### src/rtl/tomasulo_pkg.sv
// Shared Tomasulo definitions: opcodes, default widths, station entry.
package tomasulo_pkg;

  localparam int TAG_W  = 3;
  localparam int DATA_W = 16;
  localparam int FUNC_W = 4;
  localparam int AGE_W  = 4;

  localparam logic [FUNC_W-1:0] OP_ADD = 4'b0000;
  localparam logic [FUNC_W-1:0] OP_SUB = 4'b0001;
  localparam logic [FUNC_W-1:0] OP_MUL = 4'b0010;
  localparam logic [FUNC_W-1:0] OP_DIV = 4'b0011;

  typedef struct packed {
    logic              busy;
    logic [FUNC_W-1:0] func;
    logic [TAG_W-1:0]  dest;
    logic              j_rdy;
    logic [DATA_W-1:0] vj;
    logic [TAG_W-1:0]  qj;
    logic              k_rdy;
    logic [DATA_W-1:0] vk;
    logic [TAG_W-1:0]  qk;
    logic [AGE_W-1:0]  age;
  } rs_entry_t;

endpackage

### src/rtl/rs_age_select.sv
// Oldest-ready picker: max age wins, ties go to the lowest index.
module rs_age_select #(
  parameter int DEPTH = 2,
  parameter int AGE_W = 4
) (
  input  logic [DEPTH-1:0]            ready,
  input  logic [DEPTH-1:0][AGE_W-1:0] age,
  output logic [DEPTH-1:0]            grant,
  output logic                        valid
);

  logic [AGE_W-1:0] best;

  always_comb begin
    grant = '0;
    best  = '0;
    valid = 1'b0;
    for (int i = 0; i < DEPTH; i++) begin
      if (ready[i] && (!valid || age[i] > best)) begin
        grant    = '0;
        grant[i] = 1'b1;
        best     = age[i];
        valid    = 1'b1;
      end
    end
  end

endmodule

### src/rtl/rstation_slot_array.sv
// Reservation-station bank with CDB wakeup and oldest-first dispatch.
// Define RS_ISSUE_BYPASS_EN to capture a same-cycle CDB hit at allocate.
module rstation_slot_array
  import tomasulo_pkg::*;
#(
  parameter int DEPTH  = 2,
  parameter int TAG_W  = tomasulo_pkg::TAG_W,
  parameter int DATA_W = tomasulo_pkg::DATA_W,
  parameter int FUNC_W = tomasulo_pkg::FUNC_W,
  parameter int AGE_W  = tomasulo_pkg::AGE_W,
  localparam int CNT_W = $clog2(DEPTH + 1)
) (
  input  logic              clk1,
  input  logic              rst_n,
  input  logic              flush,
  input  logic              iss_valid,
  output logic              iss_ready,
  input  logic [FUNC_W-1:0] iss_func,
  input  logic [TAG_W-1:0]  iss_dest,
  input  logic              iss_j_rdy,
  input  logic              iss_k_rdy,
  input  logic [DATA_W-1:0] iss_vj,
  input  logic [DATA_W-1:0] iss_vk,
  input  logic [TAG_W-1:0]  iss_qj,
  input  logic [TAG_W-1:0]  iss_qk,
  input  logic              cdb_valid,
  input  logic [TAG_W-1:0]  cdb_tag,
  input  logic [DATA_W-1:0] cdb_data,
  output logic              disp_valid,
  input  logic              fu_ready,
  output logic [FUNC_W-1:0] disp_func,
  output logic [TAG_W-1:0]  disp_dest,
  output logic [DATA_W-1:0] disp_vj,
  output logic [DATA_W-1:0] disp_vk,
  output logic [CNT_W-1:0]  free_cnt
);

  typedef struct packed {
    logic              busy;
    logic [FUNC_W-1:0] func;
    logic [TAG_W-1:0]  dest;
    logic              j_rdy;
    logic [DATA_W-1:0] vj;
    logic [TAG_W-1:0]  qj;
    logic              k_rdy;
    logic [DATA_W-1:0] vk;
    logic [TAG_W-1:0]  qk;
    logic [AGE_W-1:0]  age;
  } slot_t;

  slot_t rs_q [DEPTH];
  slot_t rs_d [DEPTH];
  slot_t new_slot;

  logic [DEPTH-1:0]            busy;
  logic [DEPTH-1:0]            rdy;
  logic [DEPTH-1:0][AGE_W-1:0] ages;
  logic [DEPTH-1:0]            pick;
  logic [DEPTH-1:0]            grant;
  logic [DEPTH-1:0]            freed;
  logic [DEPTH-1:0]            avail;
  logic [DEPTH-1:0]            alloc_oh;
  logic [DEPTH-1:0]            lock_oh_q;
  logic                        lock_q;
  logic                        any_rdy;
  logic                        fire;
  logic                        alloc;
  logic [CNT_W-1:0]            n_busy;

  always_comb begin
    for (int i = 0; i < DEPTH; i++) begin
      busy[i] = rs_q[i].busy;
      rdy[i]  = rs_q[i].busy & rs_q[i].j_rdy & rs_q[i].k_rdy;
      ages[i] = rs_q[i].age;
    end
  end

  rs_age_select #(
    .DEPTH (DEPTH),
    .AGE_W (AGE_W)
  ) u_sel (
    .ready (rdy),
    .age   (ages),
    .grant (pick),
    .valid (any_rdy)
  );

  // A stalled dispatch keeps its choice so the FU sees stable data.
  assign grant      = lock_q ? lock_oh_q : pick;
  assign disp_valid = any_rdy;
  assign fire       = disp_valid & fu_ready;
  assign freed      = fire ? grant : '0;
  assign avail      = ~busy | freed;
  assign alloc_oh   = avail & (~avail + DEPTH'(1));
  assign iss_ready  = |avail;
  assign alloc      = iss_valid & iss_ready & ~flush;

  always_comb begin
    disp_func = '0;
    disp_dest = '0;
    disp_vj   = '0;
    disp_vk   = '0;
    for (int i = 0; i < DEPTH; i++) begin
      if (grant[i]) begin
        disp_func = disp_func | rs_q[i].func;
        disp_dest = disp_dest | rs_q[i].dest;
        disp_vj   = disp_vj | rs_q[i].vj;
        disp_vk   = disp_vk | rs_q[i].vk;
      end
    end
  end

  always_comb begin
    n_busy = '0;
    for (int i = 0; i < DEPTH; i++) begin
      n_busy = n_busy + CNT_W'(busy[i]);
    end
    free_cnt = CNT_W'(DEPTH) - n_busy;
  end

  always_comb begin
    new_slot       = '0;
    new_slot.busy  = 1'b1;
    new_slot.func  = iss_func;
    new_slot.dest  = iss_dest;
    new_slot.j_rdy = iss_j_rdy;
    new_slot.vj    = iss_vj;
    new_slot.qj    = iss_qj;
    new_slot.k_rdy = iss_k_rdy;
    new_slot.vk    = iss_vk;
    new_slot.qk    = iss_qk;
`ifdef RS_ISSUE_BYPASS_EN
    if (!iss_j_rdy && cdb_valid && cdb_tag == iss_qj) begin
      new_slot.j_rdy = 1'b1;
      new_slot.vj    = cdb_data;
    end
    if (!iss_k_rdy && cdb_valid && cdb_tag == iss_qk) begin
      new_slot.k_rdy = 1'b1;
      new_slot.vk    = cdb_data;
    end
`endif
  end

  always_comb begin
    for (int i = 0; i < DEPTH; i++) begin
      rs_d[i] = rs_q[i];
      if (rs_q[i].busy) begin
        if (!rs_q[i].j_rdy && cdb_valid && cdb_tag == rs_q[i].qj) begin
          rs_d[i].j_rdy = 1'b1;
          rs_d[i].vj    = cdb_data;
        end
        if (!rs_q[i].k_rdy && cdb_valid && cdb_tag == rs_q[i].qk) begin
          rs_d[i].k_rdy = 1'b1;
          rs_d[i].vk    = cdb_data;
        end
        if (rs_q[i].age != '1) begin
          rs_d[i].age = rs_q[i].age + 1'b1;
        end
      end
      if (freed[i]) begin
        rs_d[i].busy = 1'b0;
      end
      if (alloc && alloc_oh[i]) begin
        rs_d[i] = new_slot;
      end
      if (flush) begin
        rs_d[i].busy = 1'b0;
      end
    end
  end

  always_ff @(posedge clk1 or negedge rst_n) begin
    if (!rst_n) begin
      for (int i = 0; i < DEPTH; i++) begin
        rs_q[i] <= '0;
      end
      lock_q    <= 1'b0;
      lock_oh_q <= '0;
    end else begin
      for (int i = 0; i < DEPTH; i++) begin
        rs_q[i] <= rs_d[i];
      end
      lock_q    <= disp_valid & ~fu_ready & ~flush;
      lock_oh_q <= grant;
    end
  end

endmodule

### config.mk
export PLATFORM = sky130hd
export DESIGN_NAME = rstation_slot_array
export DESIGN_NICKNAME = d
export VERILOG_FILES = /design/src/rtl/tomasulo_pkg.sv /design/src/rtl/rs_age_select.sv /design/src/rtl/rstation_slot_array.sv
export SDC_FILE = /design/constraint.sdc
export NUM_CORES = 1
export LEC_CHECK = 0
export ABC_AREA = 0
export CELL_PAD_IN_SITES_DETAIL_PLACEMENT = 1
export CELL_PAD_IN_SITES_GLOBAL_PLACEMENT = 1
export CORE_MARGIN = 2
export CORE_UTILIZATION = 30
export DETAILED_ROUTE_END_ITERATION = 7
export PLACE_DENSITY_LB_ADDON = 0.05
export SKIP_LAST_GASP = 1
export SYNTH_ARGS = -nofsm -noshare
export SYNTH_HDL_FRONTEND = slang
export SYNTH_SLANG_ARGS = --single-unit
export TNS_END_PERCENT = 100
### constraint.sdc
create_clock -name clk1 -period 6.2 [get_ports clk1]
set_clock_uncertainty 0.15 [all_clocks]
set_input_delay 0.93 -clock clk1 [delete_from_list [all_inputs] [get_ports clk1]]
set_output_delay 0.93 -clock clk1 [all_outputs]
set_load 0.1 [all_outputs]
Yosys cells after proc, flatten, opt, wreduce, memory -nomap -nowiden
Cells that the tools add are included.

cells by class
  add/subtract/negate cells = 5
  magnitude comparators = 1
  eq/ne operators = 6
  multiplexer cells = 33
  bitwise logic cells = 19
  reductions and logical operators = 34

operators with widths
  kind                                         number
  two-way mux 17 bit                           8
  two-way mux 52 bit                           2
  two-way mux 16 bit                           4
  bitwise OR 16 bit                            2
  two-way mux 4 bit                            7
  nonzero test 2 bit                           8
  == test 3 bit                                4
  AND reduction 2 bit                          6
  logical AND 1 bit                            11
  AND 1 bit                                    9
  adder 4 x 1 -> 4 bit, second input constant  2
  != test 4 bit, second input constant         2
  two-way mux 1 bit                            7
  two-way mux 2 bit                            3
  two-way mux 3 bit                            2
  nonzero test 3 bit                           2
  logical NOT 1 bit                            5
  > comparator 4 bit                           1
  inverter 2 bit                               2
  bitwise OR 4 bit                             1
  bitwise OR 3 bit                             1
  adder 1 x 1 -> 2 bit                         1
  adder 2 x 1 -> 2 bit, second input constant  1
  AND 2 bit                                    1
  5 further kinds                              6

word-level totals
  register bits after elaboration = 107
  output and inout port bits = 43

Longest topological paths before layout
Gate-level depths: netlist of run 1.

  depth after elaboration = 16
  gate-level depth with buffers = 13

Hierarchy
A second synthesis of run 1 with hierarchy kept.

second synthesis, totals
  cells, all modules = 473
  area total of the unflattened synthesis = 5711.7 um^2

modules (own cells, without submodules)
  module               times used  cells each  area each (um^2)
  rstation_slot_array  1           452         5569.1
  rs_age_select        1           21          142.6

Worst setup path after synthesis of run 1
Ideal clock, no wire load.

  path kind = register to output
  from = register rs_q (netlist bit busy[0])
  to = output disp_dest[2]
  arrival time = 2.965 ns
  required time = 5.120 ns
  setup slack = 2.155 ns
  stages on the path, launching flop included = 13
  cell sequence = dfrtp_1 -> buf_6 -> and3_4 -> buf_6 -> and2_2 -> ha_1 -> nor2b_1 -> o211a_1 -> o21ai_0 -> a21oi_1 -> mux2_2 -> clkbuf_1 -> a22o_1

between the ends
  longest elaborated chain between the ends = 11
  elaborated cells between the ends (all ways) = 14
  classes of those cells = 1 x order compare; 7 x mux; 3 x bitwise; 3 x reduce/logical

RTL lines
  item                                                     line                        source
  start: declaration                                       rstation_slot_array.sv:51   slot_t rs_q [DEPTH];
  start signal: indexed assignment                         rstation_slot_array.sv:181  rs_q[i] <= rs_d[i];
  AND 1 bit * (2 in a row)                                 rstation_slot_array.sv:73   rdy[i] = rs_q[i].busy & rs_q[i].j_rdy & rs_q[i].k_rdy;
  two-way mux 4 bit or two-way mux 1 bit (tied branches)   rs_age_select.sv:19         if (ready[i] && (!valid || age[i] > best)) begin
  > comparator 4 bit or logical NOT 1 bit (tied branches)  rs_age_select.sv:19
  logical OR 1 bit                                         rs_age_select.sv:19
  logical AND 1 bit                                        rs_age_select.sv:19
  two-way mux 2 bit *                                      rs_age_select.sv:19
  two-way mux 2 bit *                                      rstation_slot_array.sv:89   assign grant = lock_q ? lock_oh_q : pick;
  two-way mux 3 bit                                        rstation_slot_array.sv:104  if (grant[i]) begin
  bitwise OR 3 bit                                         rstation_slot_array.sv:106  disp_dest = disp_dest | rs_q[i].dest;
  two-way mux 3 bit *                                      rstation_slot_array.sv:104
  end: declaration                                         rstation_slot_array.sv:32   output logic [TAG_W-1:0] disp_dest,

Every way passes the cells marked *; elsewhere a longest branch is shown, timed or not.

Worst setup path after layout of run 1
  from = register rs_q (netlist bit busy[0])
  to = output disp_vk[7]

between the ends
  longest elaborated chain between the ends = 11
  elaborated cells between the ends (all ways) = 14
  classes of those cells = 1 x order compare; 7 x mux; 3 x bitwise; 3 x reduce/logical

RTL lines
  item                                                     line                        source
  AND 1 bit * (2 in a row)                                 rstation_slot_array.sv:73
  two-way mux 4 bit or two-way mux 1 bit (tied branches)   rs_age_select.sv:19
  > comparator 4 bit or logical NOT 1 bit (tied branches)  rs_age_select.sv:19
  logical OR 1 bit                                         rs_age_select.sv:19
  logical AND 1 bit                                        rs_age_select.sv:19
  two-way mux 2 bit *                                      rs_age_select.sv:19
  two-way mux 2 bit *                                      rstation_slot_array.sv:89
  two-way mux 16 bit                                       rstation_slot_array.sv:104
  bitwise OR 16 bit                                        rstation_slot_array.sv:108  disp_vk = disp_vk | rs_q[i].vk;
  two-way mux 16 bit *                                     rstation_slot_array.sv:104
  end: declaration                                         rstation_slot_array.sv:34   output logic [DATA_W-1:0] disp_vk,

Marked as above.

==> out/metrics.csv, run 1 <==
stage;metric;value;unit
timing;tns;0;ns
detailed_routing;antenna_left;0;
detailed_routing;dr.pass1.iters;4;
detailed_routing;drc;0;
floorplanning;die_h;143;µm
setup_path;cp.depth;10;
setup_path;worstPathCellList;and3_4, nand2_1, ha_1, nor2b_1, o211a_1, o21ai_0, a21oi_1, mux2_2, a22o_1, buf_4;
detailed_routing;viasPerCell;4.94;
min_path;min_path_type;reg2reg;
floorplanning;dieArea;20600;µm²
timing;finalCriticalPeriod;4.96;ns
detailed_routing;wirelength;16600;µm
layout;syn_to_final_growth;27.6;%
setup_path;critPathMaxFanout;40;
layout;stdcell_count;805;
clock_network;cts_tree;built;
setup_path;crit_type;reg2out;
clock_network;ctsLongestPathBuffers;2;
yosys;synthesis.nets;512;
yosys;synth_edf_count;0;
pwr;seqPwrFrac;38.5;%
yosys;synth_seq_cells;107;
layout;drive_gt1_share;41.7;%
clock_network;clock_sinks;107;
setup_path;worst_path_largest_cell_delay;0.88;ns
yosys;ys_seq_area_share;45.9;%
place;dp_hpwl;10900;µm
yosys;synthCells;433;
floorplanning;core_area;18900;µm²
timing;max_freq;0.202;GHz
global_route;antenna_found_initial;1;
place;dp_slack;1.57;ns
floorplanning;die_x;143;µm
setup_path;startpoint_type;flop;
detailed_routing;detail_route.wl_per_cell;20.6;µm
timing;finalHoldViolations;0;
setup_path;crit_path_end_kind;output port;
setup_path;regToRegStartpoint;busy[0]$_DFFE_PN0P_;
detailed_routing;drtIter0Drc;121;
min_path;hold_start;rs_q[47]$_DFFE_PN0N_;
pwr;p_leak;3.15;nW
floorplanning;rows;50;
detailed_routing;vias;3976;
setup_path;crit_slowest_cell;mux2_2;
clock_network;clk_pin_slew;0.08;ns
layout;n_fill_cell;2031;
yosys;synth-warning-count;0;
setup_path;arrival;3.88;ns
yosys;ys.flop_type;dfrtp_1;
place;port_buffers;114;
clock_network;cts-buffers-inserted;9;
pwr;swShare;37.1;%
place;placed_cells;790;
yosys;async_flop_share;100;%
setup_path;critPathTopFamily;compound AO/OA/AOI/OAI gates;
timing;worst_slack;1.24;ns
timing;finalCritPeriodShare;80.0;%
timing;max_slew_margin;31.0;%
clock_network;cts_resized;0;
setup_path;rr_worst_depth;10;
min_path;whs_path_depth;1;
floorplanning;pin_count;115;
timing;rsz0062_at_grt;false;
clock_network;holdBufCountCts;0;
pwr;power.density;385;nW/µm²
timing;tightest_slew;1.03;ns
timing;hold-worst-slack;0.337;ns
place;gp_congestion;0.715;
clock_network;htree_levels;3;
outcome;status;finished, final reports clean;
yosys;synth.distinct_cells;38;
min_path;whs_endpoint;rs_q[47]$_DFFE_PN0N_;
clock_network;clockRootBuffer;clkbuf_16;
setup_path;critical_path_buf_inv_count;1;
clock_network;clk_latency;0.35;ns
flow_run;drv_cap;0;
layout;fin_area;7440;µm²
clock_network;postCtsSetupBuffers;0;
pwr;p_int;1.80;mW
yosys;synth_area;5830;µm²
floorplanning;initial_core_util;30.9;%
timing;report.final.slew_viol_count;0;
global_route;grt_use_total;16.6;%
global_route;overflow;0;
layout;antenna_cells;0;
global_route;grt_first_pass_wirelength;25500;µm
pwr;clkPwrFrac;21.0;%
pwr;ir_drop;0.147;mV
yosys;synth_area_per_cell;13.5;µm²
global_route;grt_max_degree;64;
pwr;p_sw;1.06;mW
timing;setup_viol;0;
setup_path;r2r_slack;2.30;ns
setup_path;r2r-end;rs_q[78]$_DFFE_PN0N_;
global_route;grt_pass1_vias;4433;
setup_path;critPathRequiredTime;5.12;ns
layout;fin_nets;620;
place;dpl_cell_area;7140;µm²
pwr;combPwrFrac;40.5;%
==> cell type report <==
type / count / area [µm²] / area share (%)
sequential: 107 / 2680 / 36.0
timing repair buffer: 122 / 1100 / 14.8
inverter: 7 / 26.3 / 0.353
multi-input combinational: 294 / 3010 / 40.5
clock inverter: 4 / 48.8 / 0.656
clock buffer: 11 / 253 / 3.40
tap: 260 / 325 / 4.37
==> kinds of logic after synthesis <==
logic type / count (synthesis) / synth area share [%]
flip-flops: 107 / 45.9
buffers and inverters: 32 / 3.13
AND/OR/NAND/NOR: 48 / 4.46
adder cells (fa/ha/maj): 7 / 1.50
XOR/XNOR: 16 / 2.40
multiplexers: 160 / 33.4
AO/OA/AOI/OAI: 63 / 9.21
==> worst register-to-register path, cell delays in order, from the launching register on <==
cell and delay [ns]:
dfrtp_1 0.54, and3_4 0.32, nand2_1 0.10, ha_1 0.31
nor2b_1 0.16, o211a_1 0.17, o211ai_1 0.15, a31o_4 0.31
nand2_2 0.75, buf_4 0.44, mux2_2 0.38
==> through the flow <==
| step | power (mW) | utilization [%] |
|---|---|---|
| floorplan | 1.98 | - |
| global placement | 2.25 | 37.8 |
| detailed placement | 2.28 | 37.8 |
| CTS | 2.90 | 39.4 |
| global route | 3.02 | 39.4 |
| finish | 2.86 | 39.4 |
==> synthesized netlist by cell type, types with 3 or more instances <==
cell	instances	share of area, %
nand2_1	13	0.84
nand2b_1	3	0.32
o21ai_0	4	0.34
ha_1	7	1.5
mux2i_1	5	0.86
inv_1	7	0.45
a21oi_1	7	0.60
a22o_1	39	5.9
nor2_1	11	0.71
buf_2	8	0.69
nand3_1	10	0.86
nor4_2	4	0.86
mux2_4	40	10
mux2_2	111	21
dfrtp_1	107	46
xnor2_1	6	0.90
xor2_1	10	1.5
clkbuf_1	10	0.64
mux2_1	4	0.77
buf_6	7	1.4
==> state kept, by name, indices dropped and copies added, names as in the netlist <==
register and flops:
lock_oh_q 2, rs_q 94, ages 8, lock_q 1, busy 2
==> per-layer routing <==
layer	global-route usage (%)	wire (µm)
met1	21.3	7440
met2	27.9	8130
met3	3.73	711
met4	4.85	275
met5	0	13
==> power groups by stage <==
stage          combinational, mW  sequential, mW  clock, mW
2_1_floorplan              0.934            1.05          0
3_3_place_gp                1.14            1.11          0
3_5_place_dp                1.17            1.12          0
4_1_cts                     1.18            1.11      0.625
5_1_grt                     1.24            1.14      0.653
6_report                    1.16            1.10      0.601
==> how the worst max path moves through the flow <==
stage	from	end
finish	busy[0]$_DFFE_PN0P_	disp_vk[7]
CTS	busy[0]$_DFFE_PN0P_	disp_vk[7]
detailed placement	busy[0]$_DFFE_PN0P_	disp_vk[7]
global route	busy[0]$_DFFE_PN0P_	disp_vk[7]
global placement	busy[0]$_DFFE_PN0P_	disp_vk[7]
floorplan	busy[0]$_DFFE_PN0P_	disp_dest[2]
==> cells in the final DEF, fill, tap and decap left out, types with 2 or more instances in the layout <==
cell type,n
a21oi_1,7
mux2_4,40
mux2_2,111
buf_4,48
ha_1,7
clkdlybuf4s50_1,74
xor2_1,10
o21ai_0,4
dfrtp_1,107
o211ai_1,2
nor4_4,4
a22o_1,39
mux2_1,4
xnor2_1,6
nor2_1,11
nand2b_1,3
nand2_2,2
a211oi_1,2
clkbuf_16,9
clkinv_2,2
nand2_1,11
nand3_1,10
inv_1,7
mux2i_1,5
clkbuf_8,2
Note: power is estimated with default switching activity, not from simulation.
==> inputs of run 2 (changes only) <==
==> constraint.sdc (replaced) <==
create_clock -name clk1 -period 5.05 [get_ports clk1]
set_clock_uncertainty 0.15 [all_clocks]
set_input_delay 0.7575 -clock clk1 [delete_from_list [all_inputs] [get_ports clk1]]
set_output_delay 0.7575 -clock clk1 [all_outputs]
set_load 0.1 [all_outputs]
==> run 2 against run 1 <==
Against the previous run:
- critical path depth did not move
- largest cell class unchanged
- hold slack improved by 0.0039 ns
- highest routed layer unchanged
- register-to-register slack got worse by 0.65 ns
- worst setup slack got worse by 0.86 ns
- die area did not move
- flip-flop and latch count did not move
- cell area fell by 0.27%
- power rose by 20%
==> out/metrics.csv, run 2 (synthesized netlist as in run 1, its figures left out) <==
stage;metric;value;unit;change
timing;tightest_slew;1.03;ns;+0.00106 ns
clock_network;postCtsSetupBuffers;0;;unchanged
clock_network;ctsLongestPathBuffers;2;;unchanged
detailed_routing;drc;0;;unchanged
clock_network;cts_tree;built;;
detailed_routing;wirelength;16300;µm;-1.7%
min_path;whs_path_depth;1;;unchanged
setup_path;rr_worst_depth;10;;unchanged
floorplanning;rows;50;;unchanged
timing;finalCriticalPeriod;4.67;ns;
clock_network;holdBufCountCts;0;;unchanged
floorplanning;core_area;18900;µm²;unchanged
layout;multiInputGateArea;3010;µm²;unchanged
layout;drive_gt1_share;41.2;%;-0.41 points
floorplanning;dieArea;20600;µm²;unchanged
layout;antenna_cells;0;;unchanged
setup_path;critPathMaxFanout;40;;unchanged
place;port_buffers;114;;unchanged
setup_path;crit_path_end_kind;output port;;
setup_path;regToRegStartpoint;busy[0]$_DFFE_PN0P_;;
layout;fin_nets;622;;+0.32%
timing;rsz0062_at_grt;false;;
pwr;ir_drop;0.193;mV;+32%
global_route;grt_pass1_vias;4479;;+1.0%
clock_network;cts_resized;0;;unchanged
clock_network;clock_sinks;107;;unchanged
layout;largest_reg_flops;94;;unchanged
detailed_routing;drtIter0Drc;140;;+16%
layout;final_common_cell;mux2_2;;
detailed_routing;dr_wl_met2;7990;µm;-1.7%
detailed_routing;dr.pass1.iters;4;;unchanged
setup_path;startpoint_type;flop;;
min_path;whs_endpoint;rs_q[45]$_DFFE_PN0N_;;
timing;finalCritPeriodShare;92.5;%;
detailed_routing;highest_layer;met5;;
setup_path;crit_type;reg2out;;
flow_run;drv_cap;0;;unchanged
setup_path;arrival;3.76;ns;-0.12 ns
detailed_routing;detail_route.wl_per_cell;20.2;µm;-2.0%
global_route;overflow;0;;unchanged
layout;syn_to_final_growth;27.3;%;
setup_path;critPathRequiredTime;4.14;ns;-0.98 ns
clock_network;clk_pin_slew;0.07;ns;about the same
floorplanning;pin_count;115;;unchanged
timing;max_freq;0.214;GHz;
layout;top_register;rs_q;;
clock_network;clk_latency;0.35;ns;about the same
pwr;p_leak;3.13;nW;-0.58%
detailed_routing;antenna_left;0;;unchanged
layout;n_fill_cell;2001;;-1.5%
place;dp_hpwl;10900;µm;about the same
global_route;grt_max_degree;79;;+23%
setup_path;r2r-end;rs_q[4]$_DFFE_PN0N_;;
detailed_routing;met1Wirelength;7340;µm;-1.3%
timing;max_slew_margin;31.1;%;+0.17 points
timing;finalHoldViolations;0;;unchanged
detailed_routing;met3WireLength;729;µm;+2.5%
global_route;grt_use_total;16.5;%;-0.031 points
global_route;grt_first_pass_wirelength;25700;µm;+0.95%
floorplanning;initial_core_util;30.9;%;unchanged
clock_network;clockRootBuffer;clkbuf_16;;
min_path;min_path_type;reg2reg;;
layout;register_area;2680;µm²;unchanged
clock_network;cts-buffers-inserted;9;;unchanged
setup_path;r2r_slack;1.65;ns;-0.65 ns
floorplanning;die_x;143;µm;unchanged
detailed_routing;vias;3912;;-1.6%
timing;hold-worst-slack;0.341;ns;+0.00391 ns
pwr;power.density;462;nW/µm²;+20%
timing;setup_viol;0;;unchanged
detailed_routing;viasPerCell;4.84;;-2.0%
layout;final_cell_mix;mux2_2 (111), dfrtp_1 (107), clkdlybuf4s50_1 (73);;
outcome;status;finished, final reports clean;;
floorplanning;die_h;143;µm;unchanged
place;gp_congestion;0.795;;+11%
min_path;hold_start;rs_q[45]$_DFFE_PN0N_;;
clock_network;htree_levels;3;;unchanged
timing;report.final.slew_viol_count;0;;unchanged
timing;tns;0;ns;unchanged
global_route;antenna_found_initial;1;;unchanged
run 2: cell count changes in the layout (fill, tap and decap cells not counted), sizes merged:
cell / before / now
bufinv: 1 / 0
clkbuf: 11 / 14
buf: 48 / 51
clkinv: 2 / 1
clkdlybuf4s50: 74 / 73
clkinvlp: 0 / 1
inv: 8 / 7
run 2: area by class of cell:
cell class	instances	area share, %
multi-input combinational	294	40.6
sequential	107	36.1
timing repair buffer	124	15.2
tap	260	4.38
clock buffer	14	3.29
inverter	7	0.354
clock inverter	2	0.169
run 2: power by group:
part / switching [mW] / internal (mW) / total (mW)
clock: 0.326 / 0.336 / 0.662
combinational: 0.763 / 0.659 / 1.42
sequential: 0.200 / 1.14 / 1.34
run 2: worst max-delay path, cell delays in order (launching register included):
cell and delay (ns):
dfrtp_1 0.51, and3_4 0.31, nand2_1 0.08, ha_1 0.29
nor2b_1 0.13, o211a_1 0.16, o21ai_0 0.17, a21oi_1 0.23
mux2_2 0.88, a22o_1 0.31, buf_4 0.30
run 2: metal layers:
metal	vias to the layer above	GRT usage [%]
li1	1816	-
met1	2011	21.3
met2	69	27.7
met3	14	4.07
met4	2	4.54
met5	-	0
run 2: metrics by stage:
| step | utilization (%) | instances | setup slack, ns | total power [mW] | area [µm²] |
|---|---|---|---|---|---|
| 2_1_floorplan | - | 433 | 1.18 | 2.43 | 5830 |
| 4_1_cts | 39.3 | 808 | 0.296 | 3.48 | 7420 |
| 3_5_place_dp | 37.9 | 792 | 0.678 | 2.80 | 7170 |
| 6_report | 39.3 | 808 | 0.380 | 3.43 | 7420 |
| 3_3_place_gp | 37.9 | 792 | 0.798 | 2.75 | 7170 |
| 5_1_grt | 39.3 | 808 | 0.0945 | 3.63 | 7420 |
run 2: worst max path at each step:
stage	startpoint	to	slack (ns)	cells after the start
2_1_floorplan	busy[0]$_DFFE_PN0P_	disp_dest[2]	1.18	12
3_3_place_gp	busy[0]$_DFFE_PN0P_	disp_vk[7]	0.80	10
3_5_place_dp	busy[0]$_DFFE_PN0P_	disp_vk[7]	0.68	10
4_1_cts	busy[0]$_DFFE_PN0P_	disp_vk[7]	0.30	10
5_1_grt	busy[0]$_DFFE_PN0P_	disp_vk[7]	0.09	10
6_report	busy[0]$_DFFE_PN0P_	disp_vk[7]	0.38	10
